## config.mk

```make
export PLATFORM = sky130hd
export DESIGN_NAME = pulse_to_press
export DESIGN_NICKNAME = d
export VERILOG_FILES = /design/src/rtl/pulse_to_press.sv
export SDC_FILE = /design/constraint.sdc
export NUM_CORES = 1
export LEC_CHECK = 0
export CORE_MARGIN = 2
export CORE_UTILIZATION = 40
export DETAILED_ROUTE_END_ITERATION = 12
export GPL_TIMING_DRIVEN = 1
export PLACE_DENSITY = 0.71
export SYNTH_ARGS = -nofsm -noshare
export SYNTH_HDL_FRONTEND = slang
export SYNTH_SLANG_ARGS = --single-unit
export TNS_END_PERCENT = 100
```

## constraint.sdc

```tcl
create_clock -name clk -period 2.1 [get_ports clk]
set_input_delay 0.42 -clock clk [delete_from_list [all_inputs] [get_ports clk]]
set_output_delay 0.42 -clock clk [all_outputs]
set_load 0.05 [all_outputs]
```

## src/rtl/pulse_to_press.sv

```systemverilog
// Turns single-cycle event pulses into button-style active-low presses:
// press_n low for HOLD_CYCLES, then high for GAP_CYCLES, with a saturating queue of requests.
module pulse_to_press #(
  parameter int unsigned HOLD_CYCLES = 4,
  parameter int unsigned GAP_CYCLES  = 2,
  parameter int unsigned PEND_W      = 2
) (
  input  logic              clk,
  input  logic              rst,
  input  logic              pulse_in,
  output logic              press_n,
  output logic              busy,
  output logic [PEND_W-1:0] pending,
  output logic              overflow
);

  // state | meaning
  // IDLE  | no press in progress, press_n released
  // HOLD  | press_n driven low, counting HOLD_CYCLES
  // GAP   | press_n released, counting GAP_CYCLES before the next press
  typedef enum logic [1:0] {
    IDLE = 2'd0,
    HOLD = 2'd1,
    GAP  = 2'd2
  } state_t;

  localparam logic [15:0]       HOLD_LD  = 16'(HOLD_CYCLES - 1);
  localparam logic [15:0]       GAP_LD   = 16'(GAP_CYCLES - 1);
  localparam logic [PEND_W-1:0] PEND_MAX = '1;

  state_t              state_q, state_d;
  logic [15:0]         cnt_q, cnt_d;
  logic [PEND_W-1:0]   pend_q, pend_d;
  logic                ovf_q, ovf_d;
  logic                press_n_q;
  logic                busy_q;
  logic                start;

  always_comb begin
    state_d = state_q;
    cnt_d   = cnt_q;
    pend_d  = pend_q;
    ovf_d   = 1'b0;
    start   = 1'b0;

    unique case (state_q)
      IDLE: begin
        start = pulse_in || (pend_q != '0);
      end
      HOLD: begin
        if (cnt_q == 16'd0) begin
          state_d = GAP;
          cnt_d   = GAP_LD;
        end else begin
          cnt_d = cnt_q - 16'd1;
        end
      end
      GAP: begin
        if (cnt_q == 16'd0) begin
          if (pulse_in || (pend_q != '0)) begin
            start = 1'b1;
          end else begin
            state_d = IDLE;
            cnt_d   = 16'd0;
          end
        end else begin
          cnt_d = cnt_q - 16'd1;
        end
      end
      default: begin
        state_d = IDLE;
        cnt_d   = 16'd0;
      end
    endcase

    // A consuming edge takes one request; an arrival on the same edge replaces it.
    if (start) begin
      state_d = HOLD;
      cnt_d   = HOLD_LD;
      if (pend_q != '0) begin
        pend_d = pend_q - PEND_W'(1) + PEND_W'(pulse_in);
      end
    end else if ((state_q != IDLE) && pulse_in) begin
      if (pend_q == PEND_MAX) begin
        ovf_d = 1'b1;
      end else begin
        pend_d = pend_q + PEND_W'(1);
      end
    end
  end

  always_ff @(posedge clk) begin
    if (!rst) begin
      state_q   <= IDLE;
      cnt_q     <= 16'd0;
      pend_q    <= '0;
      ovf_q     <= 1'b0;
      press_n_q <= 1'b1;
      busy_q    <= 1'b0;
    end else begin
      state_q   <= state_d;
      cnt_q     <= cnt_d;
      pend_q    <= pend_d;
      ovf_q     <= ovf_d;
      press_n_q <= (state_q != HOLD);
      busy_q    <= (state_q != IDLE);
    end
  end

  assign press_n  = press_n_q;
  assign busy     = busy_q;
  assign pending  = pend_q;
  assign overflow = ovf_q;

endmodule

```

After elaboration in Yosys (flattened, before gate mapping)
Cells that the tools add are included.
{ "op_classes": {"addsub": 4, "n_reduce_logical": 14, "n_eq_ne": 15, "bitwise_logic": 3, "n_mux": 18} }
{ "ops": {"columns": ["cell", "count"], "rows": [
  ["16-bit two-way mux", 3],
  ["16-bit case mux with 3 select lines", 1],
  ["16-bit zero test", 1],
  ["2-bit two-way mux", 8],
  ["16-bit by 1-bit subtractor with 16-bit output, second input constant", 1],
  ["3-bit inequality test, second input constant", 4],
  ["2-bit inequality test, second input constant", 5],
  ["4-bit AND reduction", 2],
  ["2-bit case mux with 3 select lines", 1],
  ["2-bit nonzero test", 3],
  ["2-bit == test, second input constant", 2],
  ["1-bit two-way mux", 4],
  ["2-bit by 1-bit inequality test with 1-bit output, second input constant", 2],
  ["4-bit inequality test, second input constant", 1],
  ["2-bit AND reduction", 2],
  ["1-bit inverter", 3],
  ["3-bit AND reduction", 1],
  ["3-bit OR reduction", 1],
  ["2-bit by 1-bit adder with 2-bit output", 1],
  ["2-bit by 1-bit adder with 2-bit output, second input constant", 1],
  ["2-bit by 1-bit == test with 1-bit output, second input constant", 1],
  ["2-bit zero test", 1],
  ["1-bit case mux with 2 select lines", 1],
  ["2-bit OR reduction", 1],
  ["other kinds (3)", 3]
]} }
{ "totals": {"register_bits": 23, "in_bits": 3} }

Longest topological paths before layout
{ "logic_depth": {"word_depth": 7, "ltp_mapped": 8} }

Least setup slack after synthesis
No wires, ideal clock.
{ "synth_path": {"path_type": "register to register", "startpoint": "register cnt_q[6]", "endpoint": "register cnt_q[10]", "path_buffers": 1, "period_less_slack_ns": 2.143, "stages_incl_launch_ff": 7, "required_ns": 1.985, "setup_time_ns": 0.115, "setup_slack_ns": -0.043, "arrival_ns": 2.028, "cell_sequence": "dfxtp_1 -> or4_4 -> or4_4 -> buf_6 -> o2111ai_2 -> xor2_1 -> nor2_2"} }
{ "synth_between": {"elab_chain_cells": 4} }
{ "synth_lines": {"columns": ["element", "line", "rtl"], "rows": [
  ["from (decl)", "32", "logic [15:0] cnt_q, cnt_d;"],
  ["from (signal assigned)", "102", "cnt_q <= cnt_d;"],
  ["branches (longest 4 deep; another with 16-bit by 1-bit subtractor with 16-bit output)", null, null]
]} }
Several ways; the timed one is not identified.
A chain may end at the register's enable or synchronous reset.

Worst setup path after layout
{ "layout_path": {"startpoint": "register cnt_q[6]", "endpoint": "register cnt_q[14]"} }
The elaborated chain is that of the path after synthesis.

==> qor.txt <==
Final wirelength: 3376 um
GR Util All Layers: 17.37%
Starting Density: 42.01%
Die Ht: 63.66 um
Clock buffer count from CTS: 3
Failing checks: negative setup slack
Worst Setup End Kind: flop
Synthesized cell area: 1424 sq um
Min Hold Slack: 517.7 ps
Synth Warn #: 0
Hold Crit Start: cnt_q[12]
Pin count of the biggest net entering global routing: 14
Total global routing overflow: 0
Layout cells sized above 1: 35.26%
RSZ-0062 raised after global routing: yes
Post-DP HPWL: 2381 um
Post-layout util: 53.67%
Predominant post-synthesis flop cell: dfxtp_1
Vias per inst: 5.712
Fin crit share: 102.7%
IO Count: 8
Crit path arrival time: 2390 ps
Number of port buffers: 7
Worst R2R Start: cnt_q[6]
H-tree level count: 1
Post-Syn Nets: 170
Routed Antenna Nets: 0
Residual DRC: 0
Core area: 3390 sq um
Site Rows: 21
Distinct cell type count after synthesis: 47
Final hold viol count: 0
Status: finished, violations left
First drt pass iteration count: 4
Syn Area/Cell: 8.899 sq um
Min cycle time layout: 2157 ps
Final Max Tran Viols: 0
Final worst clock skew: 6.844 ps
Synth-to-Final Area Change: 27.77%
Nets: 201
CTS Hold Bufs: 0
Vias post-DR: 1348
Post-route cell area: 1819 sq um
Die area: 4053 sq um
Max Freq: 463.5 MHz
Root Driver: clkbuf_4
First-pass GRT wire length: 5637 um
Dpl cell area: 1675 sq um
Post-Syn Instances: 160
Gpl congestion: 0.8123
CTS Sinks: 23
Clk_lat worst skew: 320 ps
TritonCTS clock tree: built
Slew headroom: 62.87%
# setup viols final: 9
Post-Place Cells: 227
Max Cap Viol: 0
Pleak: 0.7100 nW
EDFF count, synth: 0
Peak supply drop: 1.001 mV
Asr flop ratio synth: 0%
Crit Path Category: reg -> reg
Final worst slack: -57.32 ps
Slew @ Worst Pin: 555.2 ps
Hold crit path type: reg -> reg
WP data required: 2330 ps
Reg clk slew, reported paths: 140 ps
Clock Tree Buf Depth: 2
Register area share after synthesis: 32.34%
Worst setup path startpoint: cnt_q[6]
Number of DRC markers in iteration 0: 36
Vias in the first global route: 1309
Wire per inst: 14.31 um
Power, Total: 3.224 mW
Power Dens Cells: 1772 nW/um^2
Setup crit start kind: flop
N_diodes: 0
Crit Path Max Fanout: 6
Width of the die: 63.66 um
Initial antenna violation count: 0
Yosys reg bits: 23
Post-Layout Cell Count: 236
[logic make-up (layout without fill, tap and decap cells)]
kind of cell / after synthesis / after routing / share of synthesized area [%]
and+or+nand+nor: 66 / 66 / 29.53
AOI/OAI and AO/OA: 41 / 41 / 21.97
DFF: 23 / 23 / 32.34
buffers and inverters: 16 / 46 / 5.536
adders and majority gates: 7 / 7 / 6.151
xor gates and xnor gates: 6 / 6 / 3.691
muxes: 1 / 1 / 0.7908
[critical path: stages, from the launching register on]
cell       delay (ps)
dfxtp_2           350
or4_4             530
or4_4             630
o2111ai_4         320
or3_1             190
a21oi_2            50
[layout make-up]
cell class	count	area, sq um
Timing Repair Buffer	33	280.3
Sequential cell	23	465.4
Clock buffer	3	22.52
Multi-Input combinational cell	121	954.7
Inverter	9	33.78
Clock inverter	1	5.005
Tap cell	46	57.56
Fill cell	290	1570
[power breakdown]
| group | internal (mW) | leakage (nW) | switching (mW) | total [mW] |
|---|---|---|---|---|
| clock | 0.0714 | 0.0177 | 0.144 | 0.215 |
| sequential | 0.562 | 0.190 | 0.100 | 0.663 |
| combinational | 1.02 | 0.503 | 1.33 | 2.35 |
[sequential cells by signal (all words and copies together), names as in the netlist]
register / cells
cnt_q: 16
pending: 2
state_q: 2
busy: 1
overflow: 1
press_n: 1
[timing repair]
item / 4_1_cts / 5_1_grt
setup endpoints to repair: 14 / 15
resized for setup: 8 / 14
pin swaps: 5 / 15
buffers inserted: 3 / 2
[layout by cell type (no fill, tap or decap), types with 3 or more instances in the layout]
master           instances
nand3_1                  6
nor4_1                   3
or4_4                    4
nor2_1                   9
nand2_1                  7
xor2_1                   4
nor3_1                   4
ha_1                     7
dfxtp_1                 19
or4_1                    5
o21ai_0                  5
clkdlybuf4s50_1          7
o21ai_1                  5
inv_1                    9
dfxtp_2                  4
clkbuf_4                 3
buf_4                   22
a21oi_2                 10
nor2_2                   5
or3_1                    7
buf_6                    4
a21boi_1                 3
[per-layer routing]
layer	vias up	share of wire, %	GRT usage (%)
met2	50	51	31.32
met4	0	2.3	7.337
li1	651	-	-
met1	638	42	20.20
met5	-	0	0
met3	9	4.7	2.679
[synthesized netlist by cell type, types with 6 or more instances]
master | n | area share (%)
nor2_1 | 9 | 2.4
nand3_1 | 6 | 2.1
or3_1 | 7 | 3.1
dfxtp_1 | 23 | 32
inv_1 | 9 | 2.4
a21oi_1 | 6 | 2.1
ha_1 | 7 | 6.2
a21oi_2 | 6 | 3.7
or4_1 | 7 | 3.7
o21ai_0 | 6 | 2.1
nand2_1 | 8 | 2.1
[path summary, 6_finish.rpt]
check	endpoint	slack [ps]	depth (start not counted)
setup / recovery	cnt_q[14]	-60	5
hold / removal	cnt_q[12]	520	2
setup reg to reg	cnt_q[14]	-60	5
hold reg to reg	cnt_q[12]	520	2
[through the flow]
| step | TNS [ps] | setup WS, ps |
|---|---|---|
| after CTS | -9.233 | -7.429 |
| final | -186.0 | -57.32 |
| after global placement | -1268 | -108.1 |
| after detailed placement | -2097 | -177.9 |
| after floorplan | 0 | 9.444 |
| after global routing | -769.3 | -100.4 |
(Power assumes the default switching activity.)
==> variant, RTL diff (same settings) <==
The 3 states of `state_t` get a one-hot encoding in 3 bits.
--- a/src/rtl/pulse_to_press.sv
+++ b/src/rtl/pulse_to_press.sv
@@ -18,10 +18,10 @@
   // IDLE  | no press in progress, press_n released
   // HOLD  | press_n driven low, counting HOLD_CYCLES
   // GAP   | press_n released, counting GAP_CYCLES before the next press
-  typedef enum logic [1:0] {
-    IDLE = 2'd0,
-    HOLD = 2'd1,
-    GAP  = 2'd2
+  typedef enum logic [2:0] {
+    IDLE = 3'b001,
+    HOLD = 3'b010,
+    GAP  = 3'b100
   } state_t;
 
   localparam logic [15:0]       HOLD_LD  = 16'(HOLD_CYCLES - 1);
Formal check against the unedited RTL: no difference found for any inputs over 10 cycles, from zero or initial values and one cycle with rst low; not proved beyond that.
==> variant against the unedited design <==
  * The flow still finishes with violations (negative setup slack)
  * Largest cell class unchanged
  * Area after synthesis fell by 7.5%
  * Routed wire length rose by 13%
  * Die area fell by 7.0%
  * First-iteration DRC count rose by 140%
  * Power rose by 19%
  * Worst setup slack got worse by 160 ps
  * Worst hold slack got worse by 18 ps
  * Largest power group unchanged
  * Design area rose by 9.2%
  * Sequential cell count rose by 1
  * Clock power rose by 62%
  * Synthesized cell count fell by 1.9%
  * Count of clock-buffer cells in the layout did not move
  * Global-route usage rose by 2.0 points
==> variant: results (changes against the unedited design) <==
Worst Hold Class reg -> reg (unchanged); initial antenna violation count 0 (unchanged); global-route wire length before repair 5520 um (was 5640 um); worst skew pair latency between 300 and 400 ps; Setup WS post-layout -220 ps (was -57.3 ps); max reg flops 16 (unchanged); Worst Path Max Fanout 8 (was 6); via count 1434 (was 1348); Peak VDD IR 973 uV (was 1000 uV); largest net degree at the start of global routing 15 (was 14); CTS root buf clkbuf_4 (unchanged); total track usage 19.4% (was 17.4%); Arrival @ worst endpoint 2590 ps (was 2390 ps); # setup viols final 16 (was 9); WHS Path Cells 2 (unchanged); relative slew slack 66.5% (was 62.9%); ranking of synthesized cells by area dfxtp_1 36%, a21oi_1 6.8%, o31ai_1 5.1% (was dfxtp_1 32%, ha_1 6.2%, or4_1 3.7%); final WL 3810 um (was 3380 um); Pint 2230 uW (was 1650 uW); TritonCTS Buffers 3 (unchanged); Lkg Pwr 0.000783 uW (was 0.000710 uW); initial DRC count 86 (was 36); synth cell count leaders 24 x dfxtp_1, 18 x a21oi_1, 10 x or3_1 (was 23 x dfxtp_1, 9 x inv_1, 9 x nor2_1); Seq/Total Area, Yosys 36.5% (was 32.3%); Detailed Place HPWL 2320 um (was 2380 um); DRT Pass-1 Iters 5 (was 4); Routed Antenna Nets 0 (unchanged); final clock skew 14.0 ps (was 6.84 ps); outcome finished with violations (unchanged); Yosys cell types 38 (was 47); nets 210 (was 201); ys async rst share 0% (unchanged); synthesis warning total 0 (unchanged); gpl congestion 0.807 (was 0.812); FILL cells 249 (was 290); vias in the first global route 1310 (was 1309); layout cell share with drive strength beyond 1 45.0% (was 35.3%); Clock transition at path regs around 150 ps; violated checks negative setup slack (unchanged); PortBufs 7 (unchanged)
variant: timing repair:
item | in CTS | in global routing
gates resized for setup | 16 | 33
endpoints found under the setup margin | 17 | 20
gates cloned | 1 | 2
buffers inserted | 3 | 2
pin swaps | 12 | 16
variant: cell families after synthesis:
group / after synthesis / share of synthesized area, %
AND/OR/NAND/NOR: 58 / 28.0
AO/OA/AOI/OAI: 51 / 24.3
flip-flops: 24 / 36.5
buffers and inverters: 18 / 6.08
adder cells (fa/ha/maj): 4 / 3.80
XOR/XNOR: 2 / 1.33
variant: path summary, 6_finish.rpt:
path	from	to	slack (ps)
worst max-delay path	cnt_q[5]	cnt_q[14]	-220
worst min register to register	cnt_q[7]	cnt_q[7]	500
worst max register to register	cnt_q[5]	cnt_q[14]	-220
worst min-delay path	cnt_q[7]	cnt_q[7]	500
variant: power by group through the flow:
stage / Clock [uW] / Sequential (uW) / Combinational [uW]
2_1_floorplan: 0 / 728 / 1330
3_3_place_gp: 0 / 655 / 2010
3_5_place_dp: 0 / 663 / 2070
4_1_cts: 350 / 660 / 2300
5_1_grt: 361 / 680 / 3040
6_report: 349 / 668 / 2830
variant: layout make-up:
type	count	share of cell area [%]
clock inverters	1	1.51
multi-input cells	115	46.2
inverters	8	1.51
clock buffers	3	1.13
flip-flops and latches	24	24.4
well taps	44	2.77
repair buffers	51	22.4
variant: stage by stage:
step                cells  cell area (um^2)  setup slack, ps  TNS [ps]
finish                246              1990             -220     -2580
global placement      234              1700             -175     -2400
global route          246              1990             -274     -3680
detailed placement    234              1700             -221     -2950
floorplan             157              1370             -327     -3280
CTS                   242              1820             -207     -1970
variant: layer usage:
metal / track usage, % / vias to the layer above / wire length, um
met1: 24.6 / 683 / 1590
met3: 2.10 / 18 / 176
li1: - / 680 / -
met5: 0 / - / 0
met4: 8.81 / 0 / 129
met2: 33.1 / 53 / 1910
variant: worst max-delay path, cell delays in order, from the launching register on:
cell	delay, ps
dfxtp_2	350
or4_4	540
or3_4	350
or3_4	380
or4_4	490
a21oi_2	140
